**config.mk**
```make
export PLATFORM = sky130hd
export DESIGN_NAME = serial_frame_tx
export DESIGN_NICKNAME = d
export VERILOG_FILES = /design/src/rtl/serial_frame_tx.sv
export SDC_FILE = /design/constraint.sdc
export NUM_CORES = 1
export LEC_CHECK = 0
export ABC_AREA = 1
export CAP_MARGIN = 20
export CORE_MARGIN = 4
export CORE_UTILIZATION = 57
export DETAILED_ROUTE_END_ITERATION = 8
export PLACE_DENSITY = 0.83
export SYNTH_ARGS = -nofsm -noshare
export SYNTH_HDL_FRONTEND = slang
export SYNTH_SLANG_ARGS = --single-unit
```
**constraint.sdc**
```tcl
create_clock -name clk -period 3.74 [get_ports clk]
set_clock_uncertainty 0.05 [all_clocks]
set_input_delay 0.748 -clock clk [delete_from_list [all_inputs] [get_ports clk]]
set_output_delay 0.748 -clock clk [all_outputs]
set_load 0.02 [all_outputs]
```
**src/rtl/serial_frame_tx.sv**
```systemverilog
// UART-style frame transmitter: accepts a byte over valid/ready, then shifts it
// out on txd as start bit, DATA_W data bits LSB first, and a stop bit.
module serial_frame_tx #(
   parameter int DATA_W       = 8,
   parameter int CLKS_PER_BIT = 4
) (
   input  logic              clk,
   input  logic              rst,
   input  logic [DATA_W-1:0] tx_data,
   input  logic              tx_valid,
   output logic              tx_ready,
   output logic              txd,
   output logic              busy
);

   localparam int BAUD_W = (CLKS_PER_BIT > 1) ? $clog2(CLKS_PER_BIT) : 1;
   localparam int BIT_W  = $clog2(DATA_W + 1);
   localparam logic [BAUD_W-1:0] BAUD_LAST = BAUD_W'(CLKS_PER_BIT - 1);
   localparam logic [BIT_W-1:0]  BIT_LAST  = BIT_W'(DATA_W - 1);

   // Handshake: a byte is taken on a rising edge where tx_valid and tx_ready
   // are both high; tx_ready is high only in IDLE, so tx_valid is ignored
   // while a frame is in flight and a held tx_valid waits for the next IDLE.
   typedef enum logic [1:0] {
      IDLE  = 2'd0,
      START = 2'd1,
      DATA  = 2'd2,
      STOP  = 2'd3
   } state_t;

   state_t              state, state_next;
   logic [BAUD_W-1:0]   baud_cnt, baud_next;
   logic [BIT_W-1:0]    bit_cnt, bit_next;
   logic [DATA_W-1:0]   shreg, shreg_next;
   logic                txd_q, txd_next;
   logic                baud_done;

   assign baud_done = (baud_cnt == BAUD_LAST);

   always_ff @(posedge clk or posedge rst) begin
      if (rst) begin
         state    <= IDLE;
         baud_cnt <= '0;
         bit_cnt  <= '0;
         shreg    <= '0;
         txd_q    <= 1'b1;
      end else begin
         state    <= state_next;
         baud_cnt <= baud_next;
         bit_cnt  <= bit_next;
         shreg    <= shreg_next;
         txd_q    <= txd_next;
      end
   end

   // txd_next is the line level for the state being entered, so txd is a
   // pure register and the first cycle of every bit already shows its value.
   always_comb begin
      state_next = state;
      baud_next  = baud_cnt;
      bit_next   = bit_cnt;
      shreg_next = shreg;
      txd_next   = txd_q;
      case (state)
         IDLE: begin
            txd_next = 1'b1;
            if (tx_valid) begin
               state_next = START;
               shreg_next = tx_data;
               baud_next  = '0;
               bit_next   = '0;
               txd_next   = 1'b0;
            end
         end
         START: begin
            if (baud_done) begin
               baud_next  = '0;
               state_next = DATA;
               txd_next   = shreg[0];
            end else begin
               baud_next = baud_cnt + BAUD_W'(1);
            end
         end
         DATA: begin
            if (baud_done) begin
               baud_next  = '0;
               shreg_next = shreg >> 1;
               bit_next   = bit_cnt + BIT_W'(1);
               if (bit_cnt == BIT_LAST) begin
                  state_next = STOP;
                  txd_next   = 1'b1;
               end else begin
                  txd_next = shreg_next[0];
               end
            end else begin
               baud_next = baud_cnt + BAUD_W'(1);
            end
         end
         STOP: begin
            if (baud_done) begin
               baud_next  = '0;
               state_next = IDLE;
               txd_next   = 1'b1;
            end else begin
               baud_next = baud_cnt + BAUD_W'(1);
            end
         end
         default: begin
            state_next = IDLE;
            txd_next   = 1'b1;
         end
      endcase
   end

   assign txd      = txd_q;
   assign tx_ready = (state == IDLE);
   assign busy     = (state != IDLE);

endmodule

```
==> results.ini <==
[status]
status=finished, final reports clean

[placement]
post-dp-hpwl_um=1480
port_buffers=13
gp_congestion=0.849
post-place-ws_ns=1.51
numPlacedInstances=154

[timing]
fin_ws_ns=1.17
max-slew-margin-rel_pct=57.4
max_slew.worst_pin.slew_ns=0.638
finalSetupTns_ns=0
timing.hold.ws_ns=0.430
hold_viol_final=0
finalSetupViolCount=0
fin_crit_sh_pct=68.7
fin_crit_ns=2.57
max_freq_mhz=389
rsz0062_at_grt=false
drv_slew=0

[worst_setup_path]
path_class=reg2out
cp.arrival_ns=1.77
worst_setup_path_start_kind=register
path_cells=inv_1 > ha_1 > inv_1 > clkdlybuf4s50_1
cp_top_family=buffers and inverters
cp-end-kind=output port
crit_path_max_fanout=4
cp_common_cell=inv_1
cp.buffers_inverters=3
slowest_delay_ns=0.60
slowest_stage=clkdlybuf4s50_1
worstPathRequired_ns=2.94

[clocking]
cts_resized=0
path_clk_slew_ns=0.10
cts_num_sinks=17
cts_inserted_buffers=3
cts_root_buf=clkbuf_4
post_cts_buffers=0
cts_buffer_depth=2
worstSkewPairLatency_ns=0.29
hold_buffers=0
htree_num_levels=1
tritoncts=done

[pwr]
p_int_mw=0.529
pwr-share-seq_pct=32.6
peakVddDrop_uv=576
clkPwrFrac_pct=10.0
p_leak_nw=0.580
power-per-cell-area_mw_per_mm2=861
p_sw_share_pct=47.4
p_comb_share_pct=57.4
p_switching_mw=0.477

[logic_synthesis]
syn_area_sq_mm=0.00101
ys_warn_count=0
seq_area_frac_synth_pct=42.2
synth_seq_cells=17
synth_top_flop_cell=dfrtp_1
synth_area_per_cell_sq_um=8.42
yosysUniqueCellTypes=20
synth_top_area_cell=dfrtp_1
netlist_top_cells_area=dfrtp_1 40%, nand2_1 12%, ha_1 8.7%, o21ai_2 7.8%, inv_1 4.1%
synth_edf_count=0
synth_async_sr_flop_share_pct=100
synthCells=120
synth_top_area_share_pct=39.6
syn-num-nets=138

[layout]
syn_to_final_growth_pct=15.5
drive_above_1_share_pct=17.9
fillers=120
nets=153
utilization_pct=73.2
antenna_cells=0
stdcell_count=158

[drt]
vias=814
wl_um=1960
drc=0
via_per_inst=5.15
first_pass_iters=4
routedWlPerCell_um=12.4
drtIter0Drc=15
ant_nets=0

[grt]
overflow=0
grtUsageTotal_pct=18.1
grt_max_degree=23
grt_pass1_wl_um=3460
antenna_found_initial=0
grt_pass1_vias=776

[floorplanning]
die_area_sq_mm=0.00251
start_util_pct=63.4
dieHeight_um=50.1
ios=14
rows=14
fp.coreArea_sq_mm=0.00159
die_w_um=50.1

[min_path]
hold_class=reg2reg

[job]
cap_violations=0

[synthesized netlist by cell type, types with 2 or more instances]
cell	n
or2_2	6
o21ai_0	8
nand3_1	8
dfrtp_1	16
nand2_2	3
o21ai_2	9
nand4_1	3
nor2_1	5
buf_6	2
nand2_1	33
ha_1	7
o21ai_1	2
inv_1	11
[sequential cells by signal, indices dropped and copies added, names as in the netlist]
name and count:
shreg 8, bit_cnt 4, baud_cnt 2, state 2
txd 1
[final cells by class]
class	count	area (sq um)	share of cell area, %
Sequential cell	17	427	36.5
Timing Repair Buffer	13	130	11.1
Tap cell	24	30.0	2.57
Multi-Input combinational cell	88	509	43.6
Clock buffer	4	26.3	2.25
Inverter	12	45.0	3.86
[worst reg2reg max path, delay by kind of cell, from the launching register on]
kind,cells,cell delay (ns)
AOI/OAI and AO/OA,1,0.06
adders and majority gates,1,0.46
buffers and inverters,2,0.41
DFF,1,0.43
and+or+nand+nor,3,0.46
[power groups by stage]
stage,logic (mW),registers (mW),clock network [mW]
after floorplan,0.476,0.322,0
after global placement,0.546,0.323,0
after detailed placement,0.579,0.331,0
after CTS,0.581,0.328,0.102
after global routing,0.656,0.338,0.113
final,0.577,0.328,0.100
[kinds of logic (layout without fill, tap and decap cells)]
group           after synthesis  count (layout)  synth area share, %
buf+inv                      15              29                 7.43
fa+ha+maj                     7               7                 8.66
compound gates               20              20                 13.5
simple gates                 60              60                 27.4
flops                        17              17                 42.2
xor+xnor                      1               1                0.866
[routing by layer]
| layer | part of all wire, % | track usage (%) | vias to the layer above | wire length, um |
|---|---|---|---|---|
| li1 | - | - | 410 | - |
| met1 | 43 | 22.5 | 383 | 843 |
| met2 | 52 | 30.7 | 17 | 1010 |
| met3 | 3.9 | 3.61 | 4 | 77 |
| met4 | 1.5 | 6.91 | 0 | 29 |
| met5 | 0 | 0 | - | 0 |
[through the flow]
step | total power, mW | area (sq um)
2_1_floorplan | 0.799 | 1010
4_1_cts | 1.01 | 1170
3_5_place_dp | 0.910 | 1140
6_report | 1.01 | 1170
5_1_grt | 1.11 | 1170
3_3_place_gp | 0.869 | 1140
[cells in the final DEF (no fill, tap or decap), drive strengths merged]
cell type,count
nand2,37
o21ai,19
dfrtp,16
clkdlybuf4s50,13
inv,12
nand3,8
ha,7
or2,6
nor2,5
clkbuf,4
nand4,3
xor2,1
a21boi,1
nand3b,1
dfstp,1
[path summary, 6_finish.rpt]
check / from / to / slack (ns) / cells past startpoint
worst max-delay path: state[0]$_DFFE_PP0P_ / busy / 1.17 / 4
min in group asynchronous: rst / state[0]$_DFFE_PP0P_ / 0.79 / 2
worst min-delay path: txd$_DFFE_PP1P_ / txd$_DFFE_PP1P_ / 0.43 / 2
max in group asynchronous: rst / bit_cnt[1]$_DFFE_PP0P_ / 2.44 / 2
worst min register to register: txd$_DFFE_PP1P_ / txd$_DFFE_PP1P_ / 0.43 / 2
worst max register to register: state[0]$_DFFE_PP0P_ / shreg[7]$_DFFE_PP0P_ / 1.76 / 7
Note: power is estimated with default switching activity, not from simulation.
